`src/rtl/vector_op_sequencer.sv`:
```
// Steps one decoded vector instruction across vl elements, one element per beat,
// handshaking memory elements and stalling fetch while the instruction is in flight.
module vector_op_sequencer #(
  parameter int MAX_VL = 16,
  parameter int IDX_W  = 4,
  parameter int VL_W   = 5
) (
  input  logic             clk,
  input  logic             rst,
  input  logic             op_valid,
  output logic             op_ready,
  input  logic [3:0]       OpCode,
  input  logic [VL_W-1:0]  vl,
  input  logic             abort,
  input  logic             mem_ack,
  output logic             mem_req,
  output logic             mem_we,
  output logic             elem_en,
  output logic [IDX_W-1:0] elem_idx,
  output logic             busy,
  output logic             done,
  output logic             illegal
);

  localparam logic [1:0] S_IDLE = 2'd0;
  localparam logic [1:0] S_EXEC = 2'd1;
  localparam logic [1:0] S_MEM  = 2'd2;
  localparam logic [1:0] S_DONE = 2'd3;

  localparam logic [VL_W-1:0] MAX_VL_V = VL_W'(MAX_VL);

  logic [1:0]       state_q, state_d;
  logic [3:0]       opcode_q, opcode_d;
  logic [VL_W-1:0]  vl_q, vl_d;
  logic [IDX_W-1:0] elem_idx_q, elem_idx_d;

  logic [VL_W-1:0] vl_eff;
  logic            last_elem;
  logic            op_is_mem;
  logic            op_is_alu;
  logic            op_illegal;
  logic            step;

  assign vl_eff     = (vl > MAX_VL_V) ? MAX_VL_V : vl;
  assign last_elem  = (VL_W'(elem_idx_q) == (vl_q - VL_W'(1)));
  assign op_is_mem  = (OpCode >= 4'h4) && (OpCode <= 4'h7);
  assign op_is_alu  = (OpCode >= 4'h8) && (OpCode <= 4'hC);
  assign op_illegal = (opcode_q >= 4'hD);

  // abort outranks both the memory handshake and last-element completion
  assign step = ~abort && ((state_q == S_EXEC) || ((state_q == S_MEM) && mem_ack));

  always_comb begin
    state_d    = state_q;
    opcode_d   = opcode_q;
    vl_d       = vl_q;
    elem_idx_d = elem_idx_q;
    case (state_q)
      S_IDLE: begin
        if (op_valid) begin
          opcode_d   = OpCode;
          vl_d       = vl_eff;
          elem_idx_d = '0;
          if (vl_eff == '0)   state_d = S_DONE;
          else if (op_is_mem) state_d = S_MEM;
          else if (op_is_alu) state_d = S_EXEC;
          else                state_d = S_DONE;
        end
      end
      S_EXEC, S_MEM: begin
        if (abort) begin
          state_d = S_IDLE;
        end else if (step) begin
          // hold the index on the last element so it never reaches vl_eff
          if (last_elem) state_d = S_DONE;
          else           elem_idx_d = elem_idx_q + IDX_W'(1);
        end
      end
      S_DONE: begin
        state_d = S_IDLE;
      end
      default: state_d = S_IDLE;
    endcase
  end

  always_ff @(posedge clk or posedge rst) begin
    if (rst) begin
      state_q    <= S_IDLE;
      opcode_q   <= '0;
      vl_q       <= '0;
      elem_idx_q <= '0;
    end else begin
      state_q    <= state_d;
      opcode_q   <= opcode_d;
      vl_q       <= vl_d;
      elem_idx_q <= elem_idx_d;
    end
  end

  assign op_ready = (state_q == S_IDLE);
  assign busy     = (state_q != S_IDLE);
  assign mem_req  = (state_q == S_MEM);
  assign mem_we   = (state_q == S_MEM) && opcode_q[1];
  assign elem_en  = step;
  assign elem_idx = elem_idx_q;
  assign done     = (state_q == S_DONE) && ~abort;
  assign illegal  = done && op_illegal;

endmodule

```
`config.mk`:
```
export PLATFORM = sky130hd
export DESIGN_NAME = vector_op_sequencer
export DESIGN_NICKNAME = d
export VERILOG_FILES = /design/src/rtl/vector_op_sequencer.sv
export SDC_FILE = /design/constraint.sdc
export NUM_CORES = 1
export LEC_CHECK = 0
export ABC_AREA = 1
export BUFFER_PORTS_ARGS = -buffer_cell sky130_fd_sc_hd__buf_4
export CAP_MARGIN = 0
export CORE_ASPECT_RATIO = 1.25
export CORE_MARGIN = 2
export CORE_UTILIZATION = 52
export DETAILED_ROUTE_END_ITERATION = 10
export PLACE_DENSITY = 0.84
export SYNTH_ARGS = -nofsm -noshare
export SYNTH_HDL_FRONTEND = slang
export SYNTH_SLANG_ARGS = --single-unit
```
`constraint.sdc`:
```
create_clock -name clk -period 1.9 [get_ports clk]
set_input_delay 0.38 -clock clk [delete_from_list [all_inputs] [get_ports clk]]
set_output_delay 0.38 -clock clk [all_outputs]
set_load 0.01 [all_outputs]
```
==> impl_metrics.env, run 1 <==
export IMPL_status="finished, final reports clean"
export IMPL_yosysTopAreaCell="dfrtp_1"
export IMPL_drt_iter0_drc=9
export IMPL_cpPeakStageDelay_ps=410
export IMPL_yosys_top_cells_count="52 x nand2_1, 15 x dfrtp_1, 14 x inv_1, 13 x nor2_1, 9 x nand3_1"
export IMPL_critPathTopFamily="flip-flops"
export IMPL_worst_pin_slew_ps=578
export IMPL_drive_gt1_share_pct=27.0
export IMPL_p_sw_share_pct=50.1
export IMPL_ys_seq_area_share_pct=36.5
export IMPL_power_density_nw_per_um2=1600
export IMPL_finClkSkew_ps=1.81
export IMPL_die_h_um=53.7
export IMPL_p_seq_share_pct=29.1
export IMPL_avgSynthCellArea_um2=7.04
export IMPL_clkPwrFrac_pct=9.4
export IMPL_synthMostInstantiatedCell="nand2_1"
export IMPL_syn_cell_area_um2=1030
export IMPL_cts_sinks=15
export IMPL_final_hold_violation_count=0
export IMPL_setup_worst_path_class="reg2out"
export IMPL_synthFlopType="dfrtp_1"
export IMPL_relSlewSlack_pct=61.4
export IMPL_cts_buffer_depth=2
export IMPL_path_buf_inv=2
export IMPL_ioPinCount=25
export IMPL_maxCapViolations=0
export IMPL_port_buffers=24
export IMPL_required_ps=1520
export IMPL_dieArea_um2=2350
export IMPL_ant_nets=0
export IMPL_rrSetupSlack_ps=270
export IMPL_power_mw=2.03
export IMPL_post_cts_buffers=0
export IMPL_grt_pass1_vias=871
export IMPL_crit_path_end_kind="output port"
export IMPL_dpl_cell_area_um2=1230
export IMPL_ys_ff_latch=15
export IMPL_area_delta_synth_final_pct=22.9
export IMPL_max_freq_ghz=0.547
export IMPL_cts_root_buf="clkbuf_4"
export IMPL_reg2regPathDepth=7
export IMPL_slew_violations=0
export IMPL_critPathArrivalTime_ps=1450
export IMPL_hpwl_mm=1.72
export IMPL_crit_chain="inv_1, ha_1, a21oi_2, nor2_1, buf_4"
export IMPL_drtPass1Iterations=4
export IMPL_hold_slack_ps=136
export IMPL_combPwrFrac_pct=61.5
export IMPL_worstReg2RegStart="state_q[0]$_DFFE_PP0P_"
export IMPL_setup_ws_ps=72.7
export IMPL_htreeDepth=1
export IMPL_cp_slowest_cell="dfrtp_1"
export IMPL_rows=18
export IMPL_netlist_instances=146
export IMPL_dp_slack_ps=296
export IMPL_setup_tns_final_ps=0
export IMPL_vias=1004
export IMPL_synth_nets=166
export IMPL_hp_class="in2async"
export IMPL_fin_util_pct=66.0
export IMPL_timing_rr_end="elem_idx[2]$_DFFE_PP0P_"
export IMPL_p_switching_mw=1.02
export IMPL_internal_power_mw=1.01
export IMPL_clk_latency_ps=290
export IMPL_post_route_min_period_ps=1830
export IMPL_fp_dieW_um=43.8
export IMPL_cts_buffers=3
export IMPL_grt_max_degree=16
export IMPL_layout_cells_non_filler=194
export IMPL_peakVddDrop_mv=0.888
export IMPL_nets=195
export IMPL_viasPerCell=5.18
export IMPL_design_area_um2=1260
export IMPL_grt_overflow_total=0
export IMPL_wirelength_mm=2.15
export IMPL_async_reset_ff_share_pct=100
export IMPL_antenna_cells=0
export IMPL_clk_pin_slew_worst_paths_ps=90
export IMPL_synth_top_area_share_pct=36.5
export IMPL_tritoncts="done"
export IMPL_setup_violations=0
export IMPL_drcViolationCount=0
export IMPL_core_area_um2=1910
export IMPL_worstPathMaxFanout=4
export IMPL_dp_cells=190
export IMPL_ys_warn_count=0
export IMPL_rsz0062_at_grt="no"
export IMPL_floorplan_initialDensity_pct=53.7
export IMPL_grt_use_total_pct=20.4
export IMPL_synth_area_top_cells="dfrtp_1 36%, nand2_1 19%, ha_1 7.3%"
export IMPL_post_route_period_util_pct=96.2
export IMPL_start_kind="flop"
export IMPL_grt_pass1_wl_mm=3.60
export IMPL_p_leak_nw=0.716
export IMPL_gp_congestion=0.788
export IMPL_wl_per_cell_um=11.1
export IMPL_synth_cell_type_count=19
export IMPL_antenna_found_initial=0
export IMPL_synth_edff_count=0
## flip-flops by register name, summed over array words and instances (netlist names)
| name | cells |
|---|---|
| vl_q | 5 |
| elem_idx | 4 |
| opcode_q | 4 |
| state_q | 2 |
## cells by family (layout without fill, tap and decap cells)
logic type,Yosys count,after routing,synth area share [%]
and+or+nand+nor,89,89,40.4
buffers and inverters,22,50,8.03
DFF,15,15,36.5
AOI/OAI and AO/OA,14,14,7.79
adders and majority gates,6,6,7.30
## worst register-to-register path: stages, from the launching register on
cell,delay [ps]
dfrtp_1,410
inv_1,80
ha_1,430
inv_2,80
a21oi_2,250
nand3_2,140
nand2_1,90
nand2_1,50
## layer usage
metal  GRT usage [%]  up-vias  share of wire [%]
met3            2.01        5                4.4
met1            24.8      454                 43
li1                -      520                  -
met2            35.3       25                 51
met5               0        -                  0
met4            10.6        0                2.1
## power groups by stage
stage	clock (mW)	sequential, mW	combinational [mW]
2_1_floorplan	0	0.572	0.936
3_3_place_gp	0	0.589	1.21
3_5_place_dp	0	0.594	1.24
4_1_cts	0.193	0.589	1.25
5_1_grt	0.198	0.608	1.41
6_report	0.191	0.589	1.25
## cells in the final DEF (no fill, tap or decap)
cell	n
a21oi_1	2
a21oi_2	2
buf_4	24
clkbuf_1	1
clkbuf_4	3
clkinv_1	1
dfrtp_1	15
ha_1	6
inv_1	14
inv_2	7
nand2_1	52
nand2_2	4
nand3_1	9
nand3_2	3
nand3_4	1
nand4_1	4
nor2_1	13
nor2_2	1
nor2_4	2
o2111a_1	1
o21ai_0	4
o21ai_1	5
## what timing repair did
item,CTS,global route
hold buffers,0,0
setup endpoints to repair,0,1
resized for setup,0,1
## layout make-up
type / count / area, um^2
Tap cell: 20 / 25.0
Inverter: 22 / 82.6
Fill cell: 160 / 651
Multi-Input combinational cell: 109 / 574
Clock buffer: 4 / 26.3
Timing Repair Buffer: 24 / 180
Sequential cell: 15 / 375
## how the worst max path moves through the flow
| stage | endpoint | start | cells after the start |
|---|---|---|---|
| 2_1_floorplan | state_q[0]$_DFFE_PP0P_ | vl_q[0]$_DFFE_PP0P_ | 12 |
| 3_3_place_gp | state_q[0]$_DFFE_PP0P_ | vl_q[0]$_DFFE_PP0P_ | 12 |
| 3_5_place_dp | state_q[0]$_DFFE_PP0P_ | vl_q[0]$_DFFE_PP0P_ | 12 |
| 4_1_cts | elem_en | state_q[0]$_DFFE_PP0P_ | 5 |
| 5_1_grt | elem_en | state_q[0]$_DFFE_PP0P_ | 5 |
| 6_report | elem_en | state_q[0]$_DFFE_PP0P_ | 5 |
(Power assumes the default switching activity.)
==> run 2, diff against run 1 <==
--- a/config.mk
+++ b/config.mk
@@ -13,6 +13,7 @@
 export CORE_UTILIZATION = 52
 export DETAILED_ROUTE_END_ITERATION = 10
 export PLACE_DENSITY = 0.84
+export SETUP_SLACK_MARGIN = 0.4
 export SYNTH_ARGS = -nofsm -noshare
 export SYNTH_HDL_FRONTEND = slang
 export SYNTH_SLANG_ARGS = --single-unit
==> run 2 against run 1 <==
  * Final cell count up 5.7%
  * Flip-flop and latch count unchanged
  * Die area is the same
  * Combinational power rose by 39%
  * Power increased by 26%
  * First-iteration DRC count grew 78%
  * Via count rose by 11%
  * Register-to-register slack hardly changed
  * Critical path type unchanged
  * Largest cell class unchanged
  * Highest routed layer unchanged
==> impl_metrics.env, run 2 (synthesis results as in run 1) <==
export IMPL_status="finished, final reports clean"
export IMPL_fin_util_pct=76.9
export IMPL_antenna_found_initial=0
export IMPL_drive_gt1_share_pct=39.5
export IMPL_core_area_um2=1910
export IMPL_dieArea_um2=2350
export IMPL_floorplan_initialDensity_pct=53.7
export IMPL_nets=206
export IMPL_wirelength_mm=2.86
export IMPL_cpPeakStageDelay_ps=450
export IMPL_setup_tns_final_ps=0
export IMPL_drt_iter0_drc=16
export IMPL_final_common_cell="nand2_1"
export IMPL_grt_overflow_total=0
export IMPL_drcViolationCount=0
export IMPL_critPathArrivalTime_ps=1370
export IMPL_worstReg2RegStart="state_q[1]$_DFFE_PP0P_"
export IMPL_setup_violations=0
export IMPL_crit_chain="ha_4, inv_4, nor2_4, o2111a_1, buf_6"
export IMPL_relSlewSlack_pct=60.1
export IMPL_start_kind="flop"
export IMPL_grt_pass1_wl_mm=3.98
export IMPL_post_route_min_period_ps=1750
export IMPL_viasPerCell=5.41
export IMPL_drtPass1Iterations=4
export IMPL_cp_slowest_cell="dfrtp_2"
export IMPL_port_buffers=24
export IMPL_max_freq_ghz=0.570
export IMPL_setup_worst_path_class="reg2out"
export IMPL_cts_sinks=15
export IMPL_vias=1110
export IMPL_clk_latency_ps=300
export IMPL_finClkSkew_ps=3.10
export IMPL_grt_pass1_vias=952
export IMPL_hold_buffers=0
export IMPL_tritoncts="done"
export IMPL_rrSetupSlack_ps=260
export IMPL_die_h_um=53.7
export IMPL_grt_max_degree=16
export IMPL_final_cell_mix="51 x nand2_1, 28 x buf_4, 13 x dfrtp_1"
export IMPL_cts_root_buf="clkbuf_4"
export IMPL_ioPinCount=25
export IMPL_hold_slack_ps=141
export IMPL_worst_pin_slew_ps=598
export IMPL_antenna_cells=0
export IMPL_critPathTopFamily="flip-flops"
export IMPL_setup_ws_ps=147
export IMPL_fp_dieW_um=43.8
export IMPL_regMostFlops="vl_q"
export IMPL_gp_congestion=0.788
export IMPL_rows=18
export IMPL_largest_reg_flops=5
export IMPL_cts_buffer_depth=2
export IMPL_power_density_nw_per_um2=1730
export IMPL_worstPathMaxFanout=4
export IMPL_hp_class="in2async"
export IMPL_hpwl_mm=1.72
export IMPL_post_route_period_util_pct=92.3
export IMPL_area_delta_synth_final_pct=43.1
export IMPL_p_leak_nw=0.775
export IMPL_timing_rr_end="state_q[1]$_DFFE_PP0P_"
export IMPL_peakVddDrop_mv=1.39
export IMPL_power_mw=2.55
export IMPL_slew_violations=0
export IMPL_htreeDepth=1
export IMPL_ant_nets=0
export IMPL_grt_use_total_pct=22.9
export IMPL_final_hold_violation_count=0
export IMPL_wl_per_cell_um=14.0
export IMPL_maxCapViolations=0
export IMPL_cts_buffers=3
export IMPL_reg2regPathDepth=7
export IMPL_rsz0062_at_grt="yes"
export IMPL_path_buf_inv=2
export IMPL_required_ps=1520
export IMPL_clk_pin_slew_worst_paths_ps=100
export IMPL_crit_path_end_kind="output port"
export IMPL_dp_slack_ps=296
run 2: routing by layer:
metal | track usage, % | part of all wire, % | up-vias
li1 | - | - | 540
met1 | 25.1 | 37 | 519
met2 | 41.4 | 54 | 36
met3 | 3.02 | 4.3 | 15
met4 | 14.1 | 4.6 | 0
met5 | 0 | 0 | -
run 2: repair_timing:
item,CTS,global route
buffers inserted,4,7
pin swaps,4,7
resized for setup,6,26
endpoints found under the setup margin,15,21
run 2: report_power, final:
part,switching [mW],internal (mW),total [mW]
logic,0.981,0.760,1.74
registers,0.152,0.459,0.611
clock network,0.116,0.0820,0.198
total,1.25,1.30,2.55
run 2: final cells by class:
type | instances | area (um^2)
Clock buffer | 4 | 26.3
Fill cell | 121 | 443
Inverter | 22 | 87.6
Multi-Input combinational cell | 109 | 666
Sequential cell | 15 | 378
Tap cell | 20 | 25.0
Timing Repair Buffer | 35 | 289
run 2: how the worst max path moves through the flow:
stage	start	to	slack, ps	cells past startpoint
final	state_q[1]$_DFFE_PP0P_	illegal	150	5
after floorplan	vl_q[0]$_DFFE_PP0P_	state_q[0]$_DFFE_PP0P_	400	12
after global placement	vl_q[0]$_DFFE_PP0P_	state_q[0]$_DFFE_PP0P_	310	12
after CTS	state_q[0]$_DFFE_PP0P_	illegal	210	5
after detailed placement	vl_q[0]$_DFFE_PP0P_	state_q[0]$_DFFE_PP0P_	300	12
after global routing	state_q[1]$_DFFE_PP0P_	illegal	120	5
run 2: through the flow:
stage,area (um^2),instances
2_1_floorplan,1030,146
3_3_place_gp,1230,190
3_5_place_dp,1230,190
4_1_cts,1310,198
5_1_grt,1470,205
6_report,1470,205
==> run 3, diff against run 2 <==
--- a/config.mk
+++ b/config.mk
@@ -8,7 +8,6 @@
 export ABC_AREA = 1
 export BUFFER_PORTS_ARGS = -buffer_cell sky130_fd_sc_hd__buf_4
 export CAP_MARGIN = 0
-export CORE_ASPECT_RATIO = 1.25
 export CORE_MARGIN = 2
 export CORE_UTILIZATION = 52
 export DETAILED_ROUTE_END_ITERATION = 10
==> run 3 against run 2 <==
  * Fmax rose by 0.89%
  * Critical path depth did not move
  * Global-route usage rose by 2.1 points
  * Sequential share of layout area rose by 0.73 points
  * Setup slack improved by 15 ps
  * Register-to-register slack got worse by 20 ps
  * Clock-buffer cell count fell by 1
  * Critical endpoint is now elem_en
==> impl_metrics.env, run 3 (synthesis results as in run 1) <==
export IMPL_required_ps=1520
export IMPL_port_buffers=24
export IMPL_setup_worst_path_class="reg2out"
export IMPL_vias=1133
export IMPL_power_density_nw_per_um2=1690
export IMPL_fin_util_pct=74.0
export IMPL_slew_violations=0
export IMPL_path_buf_inv=2
export IMPL_floorplan_initialDensity_pct=53.5
export IMPL_die_h_um=48.5
export IMPL_cp_slowest_cell="dfrtp_1"
export IMPL_regMostFlops="vl_q"
export IMPL_rsz0062_at_grt="yes"
export IMPL_grt_max_degree=16
export IMPL_grt_use_total_pct=25.0
export IMPL_antenna_cells=0
export IMPL_final_cell_mix="52 x nand2_1, 30 x buf_4, 15 x dfrtp_1"
export IMPL_power_mw=2.41
export IMPL_filler_cell_count=157
export IMPL_ioPinCount=25
export IMPL_grt_overflow_total=0
export IMPL_post_route_period_util_pct=91.5
export IMPL_drcViolationCount=0
export IMPL_cts_buffers=3
export IMPL_critPathTopFamily="flip-flops"
export IMPL_cts_sinks=15
export IMPL_crit_chain="inv_1, ha_2, a21oi_4, nor2_1, buf_4"
export IMPL_relSlewSlack_pct=59.5
export IMPL_final_hold_violation_count=0
export IMPL_drive_gt1_share_pct=38.3
export IMPL_hp_class="in2async"
export IMPL_design_area_um2=1420
export IMPL_critPathArrivalTime_ps=1360
export IMPL_clk_pin_slew_worst_paths_ps=90
export IMPL_grt_pass1_wl_mm=4.62
export IMPL_drtPass1Iterations=4
export IMPL_start_kind="flop"
export IMPL_setup_tns_final_ps=0
export IMPL_worst_pin_slew_ps=607
export IMPL_maxCapViolations=0
export IMPL_gp_congestion=0.840
export IMPL_dpl_cell_area_um2=1240
export IMPL_tritoncts="done"
export IMPL_peakVddDrop_mv=1.37
export IMPL_crit_path_end_kind="output port"
export IMPL_grt_pass1_vias=1071
export IMPL_p_leak_nw=0.762
export IMPL_cpPeakStageDelay_ps=410
export IMPL_clk_latency_ps=290
export IMPL_fp_dieW_um=48.5
export IMPL_finClkSkew_ps=7.49
export IMPL_hold_buffers=0
export IMPL_antenna_found_initial=0
export IMPL_cts_root_buf="clkbuf_4"
export IMPL_viasPerCell=5.40
export IMPL_max_freq_ghz=0.575
export IMPL_setup_violations=0
export IMPL_hpwl_mm=1.73
export IMPL_wl_per_cell_um=13.3
export IMPL_status="finished, final reports clean"
export IMPL_core_area_um2=1920
export IMPL_largest_reg_flops=5
export IMPL_drt_iter0_drc=23
export IMPL_nets=204
export IMPL_area_delta_synth_final_pct=38.2
export IMPL_worstPathMaxFanout=3
export IMPL_cts_buffer_depth=2
export IMPL_rows=16
export IMPL_final_common_cell="nand2_1"
export IMPL_dieArea_um2=2350
export IMPL_wirelength_mm=2.79
export IMPL_ant_nets=0
export IMPL_post_route_min_period_ps=1740
export IMPL_htreeDepth=1
[run 3: cell types whose count changed in the layout (fill, tap and decap cells not counted), sizes merged]
cell / delta
buf: -2
clkbuf: -1
clkinv: +1
[run 3: area by class of cell]
cell class | instances | area (um^2) | share of cell area [%]
Multi-Input combinational cell | 109 | 643 | 45.2
Tap cell | 27 | 33.8 | 2.38
Clock buffer | 3 | 22.5 | 1.58
Clock inverter | 1 | 5.00 | 0.352
Timing Repair Buffer | 33 | 259 | 18.2
Sequential cell | 15 | 375 | 26.4
Inverter | 22 | 82.6 | 5.81
[run 3: power by group]
group / internal (mW) / switching [mW] / total (mW)
Combinational: 0.666 / 0.957 / 1.62
Clock: 0.0784 / 0.109 / 0.187
Sequential: 0.455 / 0.142 / 0.597
[run 3: metal layers]
metal,global-route usage [%],vias to the layer above,wire [um],share of wire [%]
li1,-,536,-,-
met1,30.5,534,1110,40
met2,44.2,54,1430,51
met3,3.09,9,174,6.2
met4,11.4,0,72,2.6
met5,0,-,0,0
[run 3: timing repair]
item | in CTS | in global routing
gates resized for setup | 11 | 11
endpoints found under the hold margin | 0 | 0
pin swaps | 3 | 4
setup endpoints to repair | 17 | 19
buffers inserted | 6 | 3
[run 3: final timing paths]
path	startpoint	to	slack [ps]	depth (start not counted)
max	state_q[0]$_DFFE_PP0P_	elem_en	160	5
min reg2reg	opcode_q[0]$_DFFE_PP0P_	opcode_q[0]$_DFFE_PP0P_	510	2
min	rst	opcode_q[0]$_DFFE_PP0P_	150	2
min in group clk	OpCode[1]	opcode_q[1]$_DFFE_PP0P_	290	3
max in group asynchronous	rst	state_q[1]$_DFFE_PP0P_	1350	2
max reg2reg	state_q[1]$_DFFE_PP0P_	state_q[1]$_DFFE_PP0P_	240	8
[run 3: worst reg2reg max path: stages, from the launching register on]
cell and delay [ps]:
dfrtp_1 430, inv_1 100, ha_2 440, inv_2 90, nor2_1 170, nand2_1 100
nand2_1 90, nand3_1 80, nand2_1 90
[run 3: through the flow]
step / hold WS [ps] / instances / worst slack, ps
after floorplan: 281 / 146 / 401
after global placement: 468 / 197 / 307
after detailed placement: 476 / 197 / 280
after CTS: 165 / 207 / 209
after global routing: 212 / 210 / 139
final: 147 / 210 / 162
